<file path="config.mk">
export PLATFORM = sky130hd
export DESIGN_NAME = pcie_io_tx_engine
export DESIGN_NICKNAME = d
export VERILOG_FILES = /design/src/rtl/pcie_io_tx_engine.sv
export SDC_FILE = /design/constraint.sdc
export NUM_CORES = 1
export LEC_CHECK = 0
export ABC_AREA = 1
export BUFFER_PORTS_ARGS = -buffer_cell sky130_fd_sc_hd__buf_4
export CORE_ASPECT_RATIO = 0.6
export CORE_MARGIN = 2
export CORE_UTILIZATION = 31
export CTS_CLUSTER_SIZE = 8
export DETAILED_ROUTE_END_ITERATION = 10
export HOLD_SLACK_MARGIN = 0.06
export SETUP_SLACK_MARGIN = 0.5
export SYNTH_ARGS = -nofsm -noshare
export SYNTH_HDL_FRONTEND = slang
export SYNTH_SLANG_ARGS = --single-unit
</file>
<file path="constraint.sdc">
create_clock -name i_clk -period 3.75 [get_ports i_clk]
set_input_delay 0.9375 -clock i_clk [delete_from_list [all_inputs] [get_ports i_clk]]
set_output_delay 0.9375 -clock i_clk [all_outputs]
set_load 0.05 [all_outputs]
</file>
<file path="src/rtl/pcie_io_tx_engine.sv">
// pcie_io_tx_engine
//   Completion generator that sits downstream of the PCIe IO RX engine.
//   A non-posted request finishes when RX holds i_req_compl and memory returns
//   i_resp_mem_valid. At that point the engine captures the request fields and
//   the addressed read-data DW. It then sends a 3DW Cpl or CplD TLP as two
//   64-bit AXI-Stream beats and pulses o_compl_done for one cycle to release RX.
//
// Ports
//   i_clk, i_rst            clock, synchronous active-high reset
//   o_s_axis_tx_*           AXIS TX master toward the PCIe core
//                           (tdata/tkeep/tlast/tvalid registered, tuser tied 0)
//   i_s_axis_tx_tready      core accepts the current beat
//   i_req_compl             completion required (level from RX)
//   i_req_compl_wd          1 = CplD carrying one DW, 0 = Cpl without data
//   i_req_tc/td/ep/attr     header fields echoed into DW0
//   i_req_len               request length (single-DW requests only)
//   i_req_rid, i_req_tag    requester ID and tag echoed into DW2
//   i_req_be                [3:0] first byte enables
//   i_req_addr              request byte address
//   i_completer_id          {bus,dev,func} of this function
//   i_resp_mem_valid        memory read response strobe
//   i_resp_mem_data         memory read data (two DWs)
//   o_compl_done            one-cycle pulse once the last beat is accepted
module pcie_io_tx_engine #(
    parameter int C_DATA_WIDTH = 64,
    parameter int KEEP_WIDTH   = C_DATA_WIDTH / 8
) (
    input  logic                    i_clk,
    input  logic                    i_rst,
    output logic [C_DATA_WIDTH-1:0] o_s_axis_tx_tdata,
    output logic [KEEP_WIDTH-1:0]   o_s_axis_tx_tkeep,
    output logic                    o_s_axis_tx_tlast,
    output logic                    o_s_axis_tx_tvalid,
    input  logic                    i_s_axis_tx_tready,
    output logic [3:0]              o_s_axis_tx_tuser,
    input  logic                    i_req_compl,
    input  logic                    i_req_compl_wd,
    output logic                    o_compl_done,
    input  logic [2:0]              i_req_tc,
    input  logic                    i_req_td,
    input  logic                    i_req_ep,
    input  logic [1:0]              i_req_attr,
    input  logic [9:0]              i_req_len,
    input  logic [15:0]             i_req_rid,
    input  logic [7:0]              i_req_tag,
    input  logic [7:0]              i_req_be,
    input  logic [12:0]             i_req_addr,
    input  logic [15:0]             i_completer_id,
    input  logic                    i_resp_mem_valid,
    input  logic [63:0]             i_resp_mem_data
);

    typedef enum logic [1:0] {
        ST_IDLE  = 2'd0,
        ST_BEAT0 = 2'd1,
        ST_BEAT1 = 2'd2,
        ST_DONE  = 2'd3
    } state_t;

    // Memory returns bytes in bus order; the TLP payload wants them reversed.
    function automatic logic [31:0] byte_swap32(input logic [31:0] w);
        return {w[7:0], w[15:8], w[23:16], w[31:24]};
    endfunction

    // Number of bytes spanned from the lowest to the highest enabled byte.
    function automatic logic [11:0] first_be_byte_count(input logic [3:0] be);
        logic [11:0] bc;
        casez (be)
            4'b1??1:                   bc = 12'd4;
            4'b01?1, 4'b1?10:          bc = 12'd3;
            4'b0011, 4'b0110, 4'b1100: bc = 12'd2;
            default:                   bc = 12'd1;
        endcase
        return bc;
    endfunction

    state_t      state_r;
    logic        compl_wd_r;
    logic [15:0] rid_r;
    logic [7:0]  tag_r;
    logic [6:0]  lower_addr_r;
    logic [31:0] data_dw_r;

    logic        trigger_s;
    logic [1:0]  fmt_s;
    logic [9:0]  len_s;
    logic [11:0] byte_count_s;
    logic [31:0] dw0_s;
    logic [31:0] dw1_s;
    logic [31:0] dw2_s;
    logic [6:0]  lower_addr_s;
    logic [31:0] data_dw_s;
    logic        unused_s;

    // Length is always one DW for CplD, so the request length, the last BE
    // and the upper address bits carry no information for the completion.
    assign unused_s = ^{i_req_len, i_req_be[7:4], i_req_addr[12:7]};

    assign trigger_s    = (state_r == ST_IDLE) && i_req_compl && i_resp_mem_valid;
    assign fmt_s        = i_req_compl_wd ? 2'b10 : 2'b00;
    assign len_s        = i_req_compl_wd ? 10'd1 : 10'd0;
    assign byte_count_s = i_req_compl_wd ? first_be_byte_count(i_req_be[3:0]) : 12'd4;
    // RX already folds the first-BE offset into addr[1:0].
    assign lower_addr_s = i_req_compl_wd ? i_req_addr[6:0] : 7'h00;
    assign data_dw_s    = byte_swap32(i_req_addr[2] ? i_resp_mem_data[63:32]
                                                    : i_resp_mem_data[31:0]);

    assign dw0_s = {1'b0, fmt_s, 5'b01010, 1'b0, i_req_tc, 4'b0000,
                    i_req_td, i_req_ep, i_req_attr, 2'b00, len_s};
    assign dw1_s = {i_completer_id, 3'b000, 1'b0, byte_count_s};
    assign dw2_s = {rid_r, tag_r, 1'b0, lower_addr_r};

    assign o_s_axis_tx_tuser = 4'b0000;

    // Completion FSM: captures the request, drives both beats, pulses done.
    always_ff @(posedge i_clk) begin
        if (i_rst) begin
            state_r            <= ST_IDLE;
            o_s_axis_tx_tdata  <= '0;
            o_s_axis_tx_tkeep  <= '0;
            o_s_axis_tx_tlast  <= 1'b0;
            o_s_axis_tx_tvalid <= 1'b0;
            o_compl_done       <= 1'b0;
            compl_wd_r         <= 1'b0;
            rid_r              <= 16'h0000;
            tag_r              <= 8'h00;
            lower_addr_r       <= 7'h00;
            data_dw_r          <= 32'h0000_0000;
        end else begin
            case (state_r)
                ST_IDLE: begin
                    o_compl_done <= 1'b0;
                    if (trigger_s) begin
                        compl_wd_r         <= i_req_compl_wd;
                        rid_r              <= i_req_rid;
                        tag_r              <= i_req_tag;
                        lower_addr_r       <= lower_addr_s;
                        data_dw_r          <= data_dw_s;
                        // Beat 0 needs only live inputs, so build it now.
                        o_s_axis_tx_tdata  <= {dw1_s, dw0_s};
                        o_s_axis_tx_tkeep  <= 8'hFF;
                        o_s_axis_tx_tlast  <= 1'b0;
                        o_s_axis_tx_tvalid <= 1'b1;
                        state_r            <= ST_BEAT0;
                    end
                end
                ST_BEAT0: begin
                    if (i_s_axis_tx_tready) begin
                        o_s_axis_tx_tdata <= compl_wd_r ? {data_dw_r, dw2_s}
                                                        : {32'h0000_0000, dw2_s};
                        o_s_axis_tx_tkeep <= compl_wd_r ? 8'hFF : 8'h0F;
                        o_s_axis_tx_tlast <= 1'b1;
                        state_r           <= ST_BEAT1;
                    end
                end
                ST_BEAT1: begin
                    if (i_s_axis_tx_tready) begin
                        o_s_axis_tx_tdata  <= '0;
                        o_s_axis_tx_tkeep  <= '0;
                        o_s_axis_tx_tlast  <= 1'b0;
                        o_s_axis_tx_tvalid <= 1'b0;
                        o_compl_done       <= 1'b1;
                        state_r            <= ST_DONE;
                    end
                end
                ST_DONE: begin
                    o_compl_done <= 1'b0;
                    state_r      <= ST_IDLE;
                end
                default: begin
                    o_s_axis_tx_tvalid <= 1'b0;
                    o_compl_done       <= 1'b0;
                    state_r            <= ST_IDLE;
                end
            endcase
        end
    end

endmodule

</file>
==> metrics.md, run 1 <==
| Metric | Value |
|---|---|
| Critical Path AT | `2.86 ns` |
| Syn avg cell area | `6.88 um^2` |
| Clk_lat worst skew | `0.41 ns` |
| Gr usage total | `17.6%` |
| DRC violations left | `0` |
| Crit path max fanout | `55` |
| I/O Buffers | `201` |
| CTS Root Cell | `clkbuf_16` |
| Wire per inst | `13.8 um` |
| Final HPWL DP | `11800 um` |
| Maxcap violations | `0` |
| Seq cells post-synth | `134` |
| Critical path class | `reg -> reg` |
| Final clock skew | `0.0123 ns` |
| Post-CTS Setup Repair Bufs | `0` |
| Crit end category | `flip-flop` |
| Vias per std cell | `4.53` |
| Routed WL | `17500 um` |
| CTS resizes | `0` |
| Netlist Area Pre-Place | `0.00587 mm^2` |
| DRT Pass-1 Iters | `5` |
| Library cells used by synthesis | `24` |
| Pleak | `3.72 nW` |
| H-Tree Depth | `4` |
| CP Launch Type | `flip-flop` |
| CTS hold repair buffers | `0` |
| Post-route ant nets | `0` |
| Non-Filler Instances | `1273` |
| Largest net degree at the start of global routing | `73` |
| Worst-path clk slew | `0.06 ns` |
| Clk sink count | `134` |
| Relative slew slack | `39.3%` |
| Number of placement rows | `38` |
| Layout area overhead | `36.7%` |
| Die X | `182 um` |
| Sequential share of the synthesized area | `45.7%` |
| Initial antenna violation count | `0` |
| Synth Warn # | `0` |
| Final Setup Violations | `0` |
| RSZ-0062 raised after global routing | `false` |
| Initial DRC Count | `382` |
| Max Clk Rate | `389 MHz` |
| Grt total ovfl | `0` |
| Die ar. | `0.0201 mm^2` |
| Hold Path Class | `reg -> reg` |
| Max-slew violations | `0` |
| Outcome | `finished, final reports clean` |
| Total clock buffers created by CTS | `17` |
| Die height | `111 um` |
| Hold_ws | `0.449 ns` |
| R2r setup slk | `1.18 ns` |
| Pwr dens | `863 mW/mm^2` |
| Worst Tran Pin Value | `0.910 ns` |
| Core area | `0.0183 mm^2` |
| Vias | `5769` |
| Cells after Synth | `853` |
| Peak supply drop | `0.639 mV` |
| Final hold vios | `0` |
| Cells after DPL | `1241` |
| Post-layout min period | `2.57 ns` |
| First-pass GRT wire length | `28400 um` |
| Number of global-route vias before repair | `5441` |
| CTS tree | `built` |
| Starting Density | `32.1%` |
| Post-route setup TNS | `0 ns` |
| Tcrit/Tclk final | `68.6%` |
| Layout cell share with drive strength beyond 1 | `24.1%` |
| Crit path required time | `4.03 ns` |
| Antenna Cells | `0` |
| RD Place Congestion | `0.784` |
| IO Pins | `227` |
| Clk buf depth | `2` |
| Fin nets | `1174` |
[metrics by stage]
step | power [mW] | setup WS, ns | instance area (um^2) | util, %
after floorplan | 4.43 | 1.86 | 5880 | -
after global placement | 5.32 | 1.08 | 7450 | 40.7
after detailed placement | 5.35 | 1.06 | 7450 | 40.7
after CTS | 7.01 | 1.15 | 8020 | 43.8
after global routing | 7.42 | 0.896 | 8020 | 43.8
final | 6.92 | 1.18 | 8020 | 43.8
[worst paths after layout]
check / from / end / cells past startpoint
worst min-delay path: data_dw_r[26]$_SDFFE_PP0P_ / data_dw_r[26]$_SDFFE_PP0P_ / 2
worst min register to register: data_dw_r[26]$_SDFFE_PP0P_ / data_dw_r[26]$_SDFFE_PP0P_ / 2
worst max register to register: state_r[0]$_SDFFE_PP0P_ / o_s_axis_tx_tdata[35]$_SDFFE_PP0P_ / 8
worst max-delay path: state_r[0]$_SDFFE_PP0P_ / o_s_axis_tx_tdata[35]$_SDFFE_PP0P_ / 8
[registers in the layout, summed over array words and instances (netlist names)]
name                cells
lower_addr_r            7
compl_wd_r              1
tag_r                   8
o_s_axis_tx_tkeep       2
o_s_axis_tx_tdata      63
o_s_axis_tx_tlast       1
o_compl_done            1
data_dw_r              32
rid_r                  16
state_r                 2
o_s_axis_tx_tvalid      1
[kinds of logic after synthesis]
group | count (synthesis) | synth area share [%]
AND/OR/NAND/NOR | 384 | 26.0
AO/OA/AOI/OAI | 191 | 16.6
buffers and inverters | 137 | 10.4
flip-flops | 134 | 45.7
adder cells (fa/ha/maj) | 6 | 1.28
other | 1 | 0.0639
[critical path: stages (launching register included)]
cell,delay [ns]
dfxtp_1,0.35
inv_1,0.12
ha_1,0.32
o21ai_4,0.67
nand3_4,0.12
clkinv_2,0.59
nand2_1,0.13
nand2_1,0.09
nor2_1,0.04
[cell type report]
type	count	area (um^2)
clock inverter	14	138
sequential	134	2680
inverter	71	268
clock buffer	18	439
fill	1918	10300
multi-input combinational	586	2610
timing repair buffer	210	1590
tap	240	300
[layout by cell type (no fill, tap or decap), drive strengths merged]
master    instances
o211ai            1
buf             210
conb              5
clkbuf           18
nor3              1
a21oi            70
inv              76
nand4            21
nand2           212
nand3            11
ha                6
o21ai           119
a211oi            1
clkinvlp          2
dfxtp           134
clkinv            6
nor2            139
bufinv            1
[report_power, final]
group          switching [mW]  leakage, nW  internal [mW]
registers               0.189         1.10           1.79
logic                    2.36         2.34          0.935
clock network           0.693        0.279          0.948
[cell usage after synthesis]
library cell	number	area, um^2
nand2_1	212	796
nor2_1	138	518
dfxtp_1	134	2680
o21ai_0	108	541
a21oi_1	70	350
inv_1	69	259
clkbuf_1	36	135
nand4_1	21	131
buf_4	12	90.1
buf_2	11	55.1
nand3_1	10	50.1
o21ai_1	10	50.1
ha_1	6	75.1
buf_6	5	56.3
buf_1	2	7.51
a211oi_1	1	7.51
clkinv_1	1	3.75
clkinv_2	1	5.00
conb_1	1	3.75
nand3_4	1	17.5
nor2_2	1	6.26
nor3_1	1	5.00
o211ai_1	1	7.51
o21ai_4	1	16.3
[layer usage]
| layer | routed length (um) | vias up | GRT usage [%] |
|---|---|---|---|
| li1 | - | 3031 | - |
| met1 | 8870 | 2559 | 25.1 |
| met2 | 7430 | 171 | 26.7 |
| met3 | 1130 | 8 | 4.12 |
| met4 | 83 | 0 | 4.44 |
| met5 | 0 | - | 0 |
Power figures use the tool's default switching activity.
==> inputs of run 2 (changes only) <==
--- a/config.mk
+++ b/config.mk
@@ -5,7 +5,7 @@
 export SDC_FILE = /design/constraint.sdc
 export NUM_CORES = 1
 export LEC_CHECK = 0
-export ABC_AREA = 1
+export ABC_AREA = 0
 export BUFFER_PORTS_ARGS = -buffer_cell sky130_fd_sc_hd__buf_4
 export CORE_ASPECT_RATIO = 0.6
 export CORE_MARGIN = 2
==> constraint.sdc (replaced) <==
create_clock -name i_clk -period 2.5 [get_ports i_clk]
set_input_delay 0.625 -clock i_clk [delete_from_list [all_inputs] [get_ports i_clk]]
set_output_delay 0.625 -clock i_clk [all_outputs]
set_load 0.05 [all_outputs]
==> run 2 against run 1 <==
Compared with the run above: setup slack worse by 0.64 ns; cell count is 16% lower; highest routed layer unchanged; register-to-register slack worse by 0.64 ns; final area is 1.8% lower; critical path type unchanged; critical path depth is 1 lower; maximum frequency is 31% higher; synthesized cell count is 25% lower; clock-buffer cell count is 1 lower; largest cell class unchanged; first-iteration DRC count is 24% lower; synthesized area is 7.8% lower.
==> metrics.md, run 2 <==
| Metric | Value |
|---|---|
| Outcome | `finished, final reports clean (unchanged)` |
| Library cells used by synthesis | `31 (was 24)` |
| CP Launch Type | `flip-flop (unchanged)` |
| Area fraction of the dominant cell type after synthesis | `49.6% (was 45.7%)` |
| Pleak | `3.26 nW (was 3.72 nW)` |
| Seq cells post-synth | `134 (unchanged)` |
| Clk_lat worst skew | `0.41 ns (about the same)` |
| Netlist Area Pre-Place | `0.00541 mm^2 (was 0.00587 mm^2)` |
| Syn avg cell area | `8.41 um^2 (was 6.88 um^2)` |
| Largest stage delay on the critical path | `0.42 ns (was 0.67 ns)` |
| Worst Tran Pin Value | `0.564 ns (was 0.910 ns)` |
| Final setup margin | `0.540 ns (was 1.18 ns)` |
| RSZ-0062 raised after global routing | `true (was false)` |
| Antenna Cells | `0 (unchanged)` |
| Place WS | `0.328 ns (was 1.06 ns)` |
| Starting Density | `31.6% (was 32.1%)` |
| Grt total ovfl | `0 (unchanged)` |
| Crit path max fanout | `28 (was 55)` |
| Max-slew violations | `0 (unchanged)` |
| R2r setup slk | `0.54 ns (was 1.18 ns)` |
| Vias | `5071 (was 5769)` |
| Number of placement rows | `37 (was 38)` |
| Async SR Flop Fraction | `0% (unchanged)` |
| Top cells by count, synth | `134 x dfxtp_1, 101 x nand2_1, 77 x a21oi_1 (was 212 x nand2_1, 138 x nor2_1, 134 x dfxtp_1)` |
| Maxcap violations | `0 (unchanged)` |
| Wire per inst | `15.4 um (was 13.8 um)` |
| Max reg flops | `63 (unchanged)` |
| Relative slew slack | `62.4% (was 39.3%)` |
| Biggest register | `o_s_axis_tx_tdata (unchanged)` |
| Power, Total | `9.99 mW (was 6.92 mW)` |
| Largest registers | `o_s_axis_tx_tdata x63, data_dw_r x32, rid_r x16 (unchanged)` |
| EDFF count, synth | `0 (unchanged)` |
| Die X | `175 um (was 182 um)` |
| Cells after Synth | `643 (was 853)` |
| Top-count cell post-synth | `dfxtp_1 (was nand2_1)` |
| Number of global-route vias before repair | `4769 (was 5441)` |
| Layout area overhead | `45.7% (was 36.7%)` |
| Routed WL | `16400 um (was 17500 um)` |
| I/O Buffers | `201 (unchanged)` |
| Cells along the critical path | `inv_2, ha_1, o21ba_2, or3_4, buf_12, a221oi_1, nor3_1 (was inv_1, ha_1, o21ai_4, nand3_4, clkinv_2, nand2_1, nand2_1, nor2_1)` |
| Vias per std cell | `4.77 (was 4.53)` |
| H-Tree Depth | `4 (unchanged)` |
| Critical Path AT | `2.24 ns (was 2.86 ns)` |
| IO Pins | `227 (unchanged)` |
| Post-layout util | `46.0% (was 43.8%)` |
| DRT Pass-1 Iters | `4 (was 5)` |
| Crit end category | `flip-flop (unchanged)` |
| Final clock skew | `0.00856 ns (was 0.0123 ns)` |
| Die ar. | `0.0186 mm^2 (was 0.0201 mm^2)` |
| Hold Path Class | `reg -> reg (unchanged)` |
| Crit-path slowest cell | `or3_4 (was o21ai_4)` |
| Post-route cell area | `0.00788 mm^2 (was 0.00802 mm^2)` |
| First-pass GRT wire length | `25600 um (was 28400 um)` |
| Core area | `0.0171 mm^2 (was 0.0183 mm^2)` |
| Fin nets | `970 (was 1174)` |
| Pwr dens | `1270 mW/mm^2 (was 863 mW/mm^2)` |
| Worst-path clk slew | `0.06 ns (about the same)` |
| Most frequently used flop master after synthesis | `dfxtp_1 (unchanged)` |
| Final Setup Violations | `0 (unchanged)` |
| Fillcell total | `1756 (was 1918)` |
| RD Place Congestion | `0.750 (was 0.784)` |
| Clk sink count | `134 (unchanged)` |
| CTS tree | `built (unchanged)` |
| Most frequent cells in the layout | `208 x buf_4, 133 x dfxtp_1, 101 x nand2_1, 77 x a21oi_1, 63 x nor2_1 (was 212 x nand2_1, 209 x buf_4, 138 x nor2_1, 134 x dfxtp_1, 108 x o21ai_0)` |
| Post-route setup TNS | `0 ns (unchanged)` |
| Max Clk Rate | `510 MHz (was 389 MHz)` |
| Synth top area cells | `dfxtp_1 50%, a21oi_1 7.1%, nand2_1 7.0%, mux2i_1 5.9%, a211oi_1 5.3% (was dfxtp_1 46%, nand2_1 14%, o21ai_0 9.2%, nor2_1 8.8%, a21oi_1 6.0%)` |
| Hold_ws | `0.449 ns (about the same)` |
| Critical path class | `reg -> reg (unchanged)` |
| Final HPWL DP | `11000 um (was 11800 um)` |
| Total clock buffers created by CTS | `17 (unchanged)` |
| DRC violations left | `0 (unchanged)` |
| Crit path required time | `2.78 ns (was 4.03 ns)` |
| Initial antenna violation count | `0 (unchanged)` |
| Layout cell share with drive strength beyond 1 | `32.8% (was 24.1%)` |
| Final hold vios | `0 (unchanged)` |
| Gr usage total | `17.5% (was 17.6%)` |
| CTS Root Cell | `clkbuf_16 (unchanged)` |
| Cells after DPL | `1029 (was 1241)` |
| Most common cell after layout, fill and taps aside | `buf_4 (was nand2_1)` |
| Post-layout min period | `1.96 ns (was 2.57 ns)` |
| Register area | `0.00269 mm^2 (was 0.00268 mm^2)` |
| Largest net degree at the start of global routing | `54 (was 73)` |
| Die height | `106 um (was 111 um)` |
| Clk buf depth | `2 (unchanged)` |
| Synth Warn # | `0 (unchanged)` |
| Non-Filler Instances | `1063 (was 1273)` |
| Area of the multi-input gates | `0.00250 mm^2 (was 0.00261 mm^2)` |
| Post-route ant nets | `0 (unchanged)` |
| Area leader, netlist | `dfxtp_1 (unchanged)` |
| Peak supply drop | `0.572 mV (was 0.639 mV)` |
| Sequential share of the synthesized area | `49.6% (was 45.7%)` |
| Placed Area | `0.00713 mm^2 (was 0.00745 mm^2)` |
| Initial DRC Count | `292 (was 382)` |
| Tcrit/Tclk final | `78.4% (was 68.6%)` |
-- run 2: report_power, final --
group,switching (mW),internal (mW)
sequential,0.257,2.59
clock,1.03,1.60
combinational,3.01,1.50
-- run 2: final cells by class --
class,count,share of cell area [%]
Multi-Input combinational cell,439,31.8
Clock buffer,17,5.40
Sequential cell,134,34.1
Clock inverter,15,2.44
Inverter,5,0.238
Timing Repair Buffer,219,22.3
Tap cell,234,3.71
-- run 2: final timing paths --
kind | startpoint | end | cells past startpoint
hold / removal | o_s_axis_tx_tdata[37]$_SDFFE_PP0P_ | o_s_axis_tx_tdata[37]$_SDFFE_PP0P_ | 2
setup / recovery | state_r[0]$_SDFFE_PP0P_ | o_s_axis_tx_tdata[13]$_SDFFE_PP0P_ | 7
hold reg to reg | o_s_axis_tx_tdata[37]$_SDFFE_PP0P_ | o_s_axis_tx_tdata[37]$_SDFFE_PP0P_ | 2
setup reg to reg | state_r[0]$_SDFFE_PP0P_ | o_s_axis_tx_tdata[13]$_SDFFE_PP0P_ | 7
-- run 2: what timing repair did --
item | CTS | global route
hold buffers | 0 | 0
endpoints found under the hold margin | 0 | 0
resized for setup | 6 | 17
cloned | 0 | 1
buffers inserted | 0 | 1
setup endpoints to repair | 40 | 38
-- run 2: logic make-up (layout without fill, tap and decap cells) --
kind of cell / count (synthesis) / after routing / synth area share (%)
multiplexers: 32 / 32 / 5.92
buffers and inverters: 74 / 256 / 6.15
adder cells (fa/ha/maj): 6 / 6 / 1.39
other: 1 / 5 / 0.0693
AND/OR/NAND/NOR: 247 / 247 / 19.4
flip-flops: 134 / 134 / 49.6
AO/OA/AOI/OAI: 149 / 149 / 17.5
-- run 2: per-layer routing --
layer / GRT usage [%] / routed length [um] / vias up / part of all wire, %
met5: 0 / 0 / - / 0
met4: 3.69 / 72 / 0 / 0.44
met3: 6.19 / 1360 / 7 / 8.3
met2: 25.5 / 6790 / 165 / 41
met1: 24.6 / 8150 / 2321 / 50
li1: - / - / 2578 / -
-- run 2: worst max-delay path: cells and delay by family, from the launching register on --
| kind | cells | cell delay, ns |
|---|---|---|
| buffers and inverters | 2 | 0.27 |
| adders and majority gates | 1 | 0.21 |
| AOI/OAI and AO/OA | 2 | 0.47 |
| DFF | 1 | 0.38 |
| and+or+nand+nor | 2 | 0.49 |
